===== config.mk =====
export PLATFORM = sky130hd
export DESIGN_NAME = decode_scoreboard_ctrl_flat
export DESIGN_NICKNAME = d
export VERILOG_FILES = /design/src/rtl/decode_scoreboard_ctrl_pkg.sv /design/src/rtl/decode_scoreboard_ctrl_if.sv /design/src/rtl/decode_scoreboard_ctrl_bank.sv /design/src/rtl/decode_scoreboard_ctrl.sv /design/src/flat_wrapper.sv
export SDC_FILE = /design/constraint.sdc
export NUM_CORES = 1
export LEC_CHECK = 0
export BUFFER_PORTS_ARGS = -buffer_cell sky130_fd_sc_hd__buf_2
export CAP_MARGIN = 15
export CORE_MARGIN = 2
export CORE_UTILIZATION = 40
export CTS_CLUSTER_DIAMETER = 150
export DETAILED_ROUTE_END_ITERATION = 6
export SLEW_MARGIN = 20
export SYNTH_ARGS = -nofsm -noshare
export SYNTH_HDL_FRONTEND = slang
export SYNTH_SLANG_ARGS = --single-unit

===== constraint.sdc =====
create_clock -name risc_clk -period 5.85 [get_ports risc_clk]
set_clock_uncertainty 0.15 [all_clocks]
set_input_delay 1.17 -clock risc_clk [delete_from_list [all_inputs] [get_ports risc_clk]]
set_output_delay 1.17 -clock risc_clk [all_outputs]
set_load 0.1 [all_outputs]

===== src/rtl/decode_scoreboard_ctrl_pkg.sv =====
// zilla_sb_pkg: shared types and constants for the decode scoreboard controller
package zilla_sb_pkg;
  typedef enum logic {SB_RUN, SB_DRAIN} sb_state_e;
  localparam logic [4:0] REG_X0 = 5'd0;
  localparam int CNT_W_DEF = 2;
  localparam int TOT_W_DEF = 4;
endpackage


===== src/rtl/decode_scoreboard_ctrl_if.sv =====
// decode_scoreboard_ctrl_if: decode/execute/writeback handshake bundle for the scoreboard
// stall_cycles exists only when ZILLA_SB_STATS_EN is defined
interface decode_scoreboard_ctrl_if #(parameter int TOT_W = zilla_sb_pkg::TOT_W_DEF);
  logic dec_valid, dec_use_rs1, dec_use_rs2, dec_reg_wr_en, ex_ready, wb_valid, flush, drain_req;
  logic [4:0] dec_rs1, dec_rs2, dec_rd, wb_rd;
  logic issue_valid, dec_stall, drain_done, sb_err;
  logic [TOT_W-1:0] inflight_cnt;
`ifdef ZILLA_SB_STATS_EN
  logic [31:0] stall_cycles;
  modport slave(input dec_valid, dec_rs1, dec_rs2, dec_rd, dec_use_rs1, dec_use_rs2, dec_reg_wr_en,
                ex_ready, wb_valid, wb_rd, flush, drain_req,
                output issue_valid, dec_stall, drain_done, sb_err, inflight_cnt, stall_cycles);
  modport master(output dec_valid, dec_rs1, dec_rs2, dec_rd, dec_use_rs1, dec_use_rs2, dec_reg_wr_en,
                 ex_ready, wb_valid, wb_rd, flush, drain_req,
                 input issue_valid, dec_stall, drain_done, sb_err, inflight_cnt, stall_cycles);
`else
  modport slave(input dec_valid, dec_rs1, dec_rs2, dec_rd, dec_use_rs1, dec_use_rs2, dec_reg_wr_en,
                ex_ready, wb_valid, wb_rd, flush, drain_req,
                output issue_valid, dec_stall, drain_done, sb_err, inflight_cnt);
  modport master(output dec_valid, dec_rs1, dec_rs2, dec_rd, dec_use_rs1, dec_use_rs2, dec_reg_wr_en,
                 ex_ready, wb_valid, wb_rd, flush, drain_req,
                 input issue_valid, dec_stall, drain_done, sb_err, inflight_cnt);
`endif
endinterface


===== src/rtl/decode_scoreboard_ctrl_bank.sv =====
// sb_counter_bank: per-register in-flight write counters; entry 0 (x0) is hardwired empty
module sb_counter_bank #(
  parameter int NUM_REGS = 32,
  parameter int CNT_W = zilla_sb_pkg::CNT_W_DEF,
  localparam int IW = $clog2(NUM_REGS)
) (
  input  logic                clk,
  input  logic                rst,
  input  logic                clr_i,
  input  logic                inc_i,
  input  logic [IW-1:0]       inc_idx_i,
  input  logic                dec_i,
  input  logic [IW-1:0]       dec_idx_i,
  output logic [NUM_REGS-1:0] nz_o,
  output logic [NUM_REGS-1:0] max_o
);
  genvar r;
  for (r = 0; r < NUM_REGS; r++) begin : g_cnt
    if (r == 0) begin : g_x0
      assign nz_o[r] = 1'b0;
      assign max_o[r] = 1'b0;
    end else begin : g_reg
      logic [CNT_W-1:0] cnt_q, cnt_d;
      logic up, dn;
      assign up = inc_i && inc_idx_i == IW'(r);
      // a decrement of an empty counter is dropped; the top flags it as an error
      assign dn = dec_i && dec_idx_i == IW'(r) && cnt_q != '0;
      assign cnt_d = clr_i ? '0 : cnt_q + CNT_W'(up) - CNT_W'(dn);
      always_ff @(posedge clk or posedge rst)
        if (rst) cnt_q <= '0;
        else cnt_q <= cnt_d;
      assign nz_o[r] = |cnt_q;
      assign max_o[r] = &cnt_q;
    end
  end
endmodule


===== src/rtl/decode_scoreboard_ctrl.sv =====
// decode_scoreboard_ctrl: RAW/WAW issue gating, drain sequencing and flush for the zilla_32 decode stage
// Optional ZILLA_SB_STATS_EN adds a saturating stall_cycles counter
module decode_scoreboard_ctrl
  import zilla_sb_pkg::*;
#(
  parameter int NUM_REGS = 32,
  parameter int CNT_W = CNT_W_DEF,
  parameter int TOT_W = TOT_W_DEF
) (
  input logic risc_clk,
  input logic risc_rst,
  decode_scoreboard_ctrl_if.slave sb
);
  sb_state_e state_q, state_d;
  logic [TOT_W-1:0] tot_q, tot_d;
  logic err_q, err_d, done_q, done_d;
  logic [NUM_REGS-1:0] nz, at_max;
  logic run, hazard, fire, inc, dec, dec_eff;
  sb_counter_bank #(.NUM_REGS(NUM_REGS), .CNT_W(CNT_W)) u_bank (
    .clk(risc_clk), .rst(risc_rst), .clr_i(sb.flush),
    .inc_i(inc), .inc_idx_i(sb.dec_rd), .dec_i(dec), .dec_idx_i(sb.wb_rd),
    .nz_o(nz), .max_o(at_max)
  );
  assign run = state_q == SB_RUN;
  // nz/at_max of x0 are constant 0, so x0 operands never raise a hazard
  assign hazard = (sb.dec_use_rs1 && nz[sb.dec_rs1]) || (sb.dec_use_rs2 && nz[sb.dec_rs2]) ||
                  (sb.dec_reg_wr_en && nz[sb.dec_rd]) || at_max[sb.dec_rd] || &tot_q;
  assign sb.issue_valid = run && sb.dec_valid && !hazard && !sb.flush;
  assign fire = sb.issue_valid && sb.ex_ready;
  assign sb.dec_stall = sb.dec_valid && !fire;
  assign inc = fire && sb.dec_reg_wr_en && sb.dec_rd != REG_X0;
  assign dec = sb.wb_valid && sb.wb_rd != REG_X0 && !sb.flush;
  assign dec_eff = dec && nz[sb.wb_rd];
  always_comb begin
    tot_d = sb.flush ? '0 : tot_q + TOT_W'(inc) - TOT_W'(dec_eff);
    err_d = err_q || (dec && !nz[sb.wb_rd]) || (inc && (at_max[sb.dec_rd] || &tot_q));
    state_d = sb.flush || (!run && tot_q == '0) ? SB_RUN : run && sb.drain_req ? SB_DRAIN : state_q;
    done_d = !run && (sb.flush || tot_q == '0);
  end
  always_ff @(posedge risc_clk or posedge risc_rst)
    if (risc_rst) begin
      state_q <= SB_RUN;
      tot_q <= '0;
      err_q <= 1'b0;
      done_q <= 1'b0;
    end else begin
      state_q <= state_d;
      tot_q <= tot_d;
      err_q <= err_d;
      done_q <= done_d;
    end
  assign sb.inflight_cnt = tot_q;
  assign sb.sb_err = err_q;
  assign sb.drain_done = done_q;
`ifdef ZILLA_SB_STATS_EN
  logic [31:0] stall_q;
  always_ff @(posedge risc_clk or posedge risc_rst)
    if (risc_rst) stall_q <= '0;
    else if (sb.dec_stall && !(&stall_q)) stall_q <= stall_q + 32'd1;
  assign sb.stall_cycles = stall_q;
`endif
endmodule


===== src/flat_wrapper.sv =====
// flat-port wrapper written by rule: the top's interface ports become plain ports
module decode_scoreboard_ctrl_flat import zilla_sb_pkg::*;
#(
  parameter int NUM_REGS = 32,
  parameter int CNT_W = CNT_W_DEF,
  parameter int TOT_W = TOT_W_DEF
)
  (risc_clk, risc_rst, sb_dec_valid, sb_dec_rs1, sb_dec_rs2, sb_dec_rd, sb_dec_use_rs1, sb_dec_use_rs2, sb_dec_reg_wr_en, sb_ex_ready, sb_wb_valid, sb_wb_rd, sb_flush, sb_drain_req, sb_issue_valid, sb_dec_stall, sb_drain_done, sb_sb_err, sb_inflight_cnt);
  decode_scoreboard_ctrl_if #(.TOT_W(TOT_W)) sb_i ();
  input logic risc_clk;
  input logic risc_rst;
  input wire logic [$bits(sb_i.dec_valid)-1:0] sb_dec_valid;
  input wire logic [$bits(sb_i.dec_rs1)-1:0] sb_dec_rs1;
  input wire logic [$bits(sb_i.dec_rs2)-1:0] sb_dec_rs2;
  input wire logic [$bits(sb_i.dec_rd)-1:0] sb_dec_rd;
  input wire logic [$bits(sb_i.dec_use_rs1)-1:0] sb_dec_use_rs1;
  input wire logic [$bits(sb_i.dec_use_rs2)-1:0] sb_dec_use_rs2;
  input wire logic [$bits(sb_i.dec_reg_wr_en)-1:0] sb_dec_reg_wr_en;
  input wire logic [$bits(sb_i.ex_ready)-1:0] sb_ex_ready;
  input wire logic [$bits(sb_i.wb_valid)-1:0] sb_wb_valid;
  input wire logic [$bits(sb_i.wb_rd)-1:0] sb_wb_rd;
  input wire logic [$bits(sb_i.flush)-1:0] sb_flush;
  input wire logic [$bits(sb_i.drain_req)-1:0] sb_drain_req;
  output wire logic [$bits(sb_i.issue_valid)-1:0] sb_issue_valid;
  output wire logic [$bits(sb_i.dec_stall)-1:0] sb_dec_stall;
  output wire logic [$bits(sb_i.drain_done)-1:0] sb_drain_done;
  output wire logic [$bits(sb_i.sb_err)-1:0] sb_sb_err;
  output wire logic [$bits(sb_i.inflight_cnt)-1:0] sb_inflight_cnt;
  assign sb_i.dec_valid = sb_dec_valid;
  assign sb_i.dec_rs1 = sb_dec_rs1;
  assign sb_i.dec_rs2 = sb_dec_rs2;
  assign sb_i.dec_rd = sb_dec_rd;
  assign sb_i.dec_use_rs1 = sb_dec_use_rs1;
  assign sb_i.dec_use_rs2 = sb_dec_use_rs2;
  assign sb_i.dec_reg_wr_en = sb_dec_reg_wr_en;
  assign sb_i.ex_ready = sb_ex_ready;
  assign sb_i.wb_valid = sb_wb_valid;
  assign sb_i.wb_rd = sb_wb_rd;
  assign sb_i.flush = sb_flush;
  assign sb_i.drain_req = sb_drain_req;
  assign sb_issue_valid = sb_i.issue_valid;
  assign sb_dec_stall = sb_i.dec_stall;
  assign sb_drain_done = sb_i.drain_done;
  assign sb_sb_err = sb_i.sb_err;
  assign sb_inflight_cnt = sb_i.inflight_cnt;
  decode_scoreboard_ctrl #(.NUM_REGS(NUM_REGS), .CNT_W(CNT_W), .TOT_W(TOT_W)) u_core (.risc_clk(risc_clk), .risc_rst(risc_rst), .sb(sb_i));
endmodule

==> out/qor.txt <==
Status - finished, final reports clean
Clock Pin Slew Worst Setup and Hold Paths - 0.05 ns
Num rows - 45
Type of origin of the critical path - input port
DR vias - 5327
Wire per inst - 22.0 um
Synth Cell Area - 0.00619 mm2
RD Place Congestion - 1.01
Gr usage total - 24.7%
Syn_nets - 764
Post-DRT Antenna Nets - 0
Ys flop type - dfrtp_1
Synth cell types - 67
Die W - 128 um
CTS Root Cell - clkbuf_16
CTS buffer count - 9
Max_slew headroom - 38.1%
Post-DP HPWL - 14.7 mm
MaxCap Viol Count - 0
Crit-path slowest cell - buf_2
Slew @ Worst Pin - 0.929 ns
CTS sink count - 69
Register area share after synthesis - 27.9%
Vias in the first global route - 5267
Initial antenna violation count - 0
Critical path's top delay family - buffers and inverters
Syn Inst Count - 665
Worst Hold Depth - 2
Final Core Density - 44.6%
Asr flop ratio synth - 100%
DRC errors left - 0
Main area contributors after synthesis - dfrtp_1 28%, ha_1 14%, mux4_2 7.6%, nor2_1 5.3%, xnor2_1 4.7%
Ant. Diodes - 0
Worst-Skew Late Latency - 0.35 ns
Critical path depth - 8
Setup TNS - 0 ns
Synth top area share - 27.9%
WS Path Type - input port to primary output
Die area - 0.0165 mm2
Via density - 6.07
CP dominant cell by count - buf_2
Fin crit share - 86.4%
Synth top cells by count - 87 x nor2_1, 69 x dfrtp_1, 68 x ha_1
Final wirelength - 19.3 mm
Buf/Inv on CP - 2
Worst EP required - 4.53 ns
Initial Util - 40.9%
First-pass GRT wire length - 30.3 mm
CTS Buffer Depth - 2
Post-synth EDFFs - 0
CTS resizes - 0
CP peak stage delay - 0.54 ns
Critical Path Fanout Max - 37
Maximum clock rate - 0.198 GHz
CTS tree - done
Hold Slack - 0.337 ns
Final instance area - 0.00675 mm2
Buffers on Ports - 37
Hold Fails Final Rpt - 0
Setup violators final - 0
Layout net count - 784
Power Density - 180 mW/mm2
Placed instance area - 0.00646 mm2
Share of cells above drive strength 1 - 13.8%
Final Power - 1220 uW
Top-count cell post-synth - nor2_1
Leading area contributor after synthesis - dfrtp_1
Avg Synthesized Cell Area - 9.30 um2
Die Y - 128 um
Leakage - 0.00330 uW
Worst setup EP type - primary output
Reg2reg path depth - 12
Synth-to-layout area growth - 9.14%
Tmin final - 5.06 ns
Total core area - 0.0151 mm2
RSZ-0062 raised after global routing - no
Post-CTS setup buffer count - 0
Maximum VDD drop - 0.121 mV
Post-synthesis register bit count - 69
I/O Pins - 38
Hold Crit Class - flip-flop to flip-flop
H-tree levels - 3
Max-slew violation count - 0
Ys Warns - 0
Starting DRT DRC Count - 588
Hold_buf cts - 0
Critical Path, Cell by Cell - buf_2 -> nor2_1 -> a32o_1 -> a221o_1 -> nor4_4 -> nor4b_4 -> a41oi_2 -> buf_2
DR pass1 iterations - 6
Largest net degree at the start of global routing - 70
Worst EP arrival - 3.74 ns
Overflow after GRT - 0
-- worst register-to-register path, delay by kind of cell, from the launching register on --
kind	cells	cell delay, ns
AND/OR/NAND/NOR	4	1.48
buffers and inverters	1	0.04
flip-flops	1	0.43
multiplexers	1	0.33
AO/OA/AOI/OAI	2	0.63
XOR/XNOR	2	0.30
adder cells (fa/ha/maj)	2	0.53
-- cell usage in the layout, fill, tap and decap left out, drive strengths merged, types with 3 or more instances in the layout --
master   synthesis  final
nand2           25     25
xor2            31     31
nor4bb           3      3
a2111oi          4      4
and3b            3      3
o2111ai          3      3
a211oi           6      6
dfrtp           69     69
clkbuf          14     14
inv             50     50
or2              3      3
a311oi           3      3
o31ai            4      4
nor4b            3      3
a31oi            8      8
o21ai            7      7
buf             19     42
o211ai           4      4
nor3            43     43
xnor2           33     33
mux4            25     25
and3             8      8
nor3b            6      6
nor2            88     88
nand3           43     43
nand2b           6      6
a41oi            3      3
nor2b           41     41
ha              68     68
a21oi            9      9
-- layout make-up --
class	instances	area, um2
Sequential cell	69	1730
Clock buffer	14	274
Multi-Input combinational cell	513	4090
Tap cell	188	235
Timing Repair Buffer	42	223
Fill cell	1489	8390
Inverter	50	188
Clock inverter	2	16.3
-- worst paths after layout --
path,startpoint,end,slack [ns]
min,u_core.sb.sb_err,u_core.sb.sb_err,0.34
max,sb_dec_rd[0],sb_dec_stall,0.79
max reg2reg,u_core.u_bank.g_cnt[13].g_reg.cnt_q[1],u_core.u_bank.g_cnt[16].g_reg.cnt_q[1],1.81
max in group asynchronous,risc_rst,u_core.u_bank.g_cnt[17].g_reg.cnt_q[1],4.00
min reg2reg,u_core.sb.sb_err,u_core.sb.sb_err,0.34
min in group asynchronous,risc_rst,u_core.sb.inflight_cnt[1],0.95
-- metal layers --
metal  global-route usage [%]  wire, um  part of all wire (%)  vias up
li1                         -         -                     -     2397
met3                     7.23      1960                    10       37
met1                     33.2      8200                    42     2603
met4                     6.98       349                   1.8        0
met5                        0         0                     0        -
met2                     38.9      8830                    46      290
-- cell families after synthesis --
logic type,Yosys count,synth area share (%)
simple gates,281,23.8
buf+inv,83,5.99
compound gates,71,9.36
fa+ha+maj,69,14.1
flops,69,27.9
xor+xnor,64,9.06
mux,28,9.85
-- report_power, final --
group	switching (uW)	internal, uW	total (uW)
logic	144	53.4	197
clock network	212	323	535
registers	3.75	482	486
-- flip-flops by register name (all words and copies together) (netlist names) --
name                             count
u_core.sb.drain_done                 1
u_core.sb.inflight_cnt               4
u_core.sb.sb_err                     1
u_core.state_q                       1
u_core.u_bank.g_cnt.g_reg.cnt_q     62
-- stage by stage --
stage,cells,worst slack [ns]
floorplan,665,0.953
global placement,862,0.871
detailed placement,862,0.839
CTS,878,0.831
global route,878,0.654
finish,878,0.795
Power figures use the tool's default switching activity.
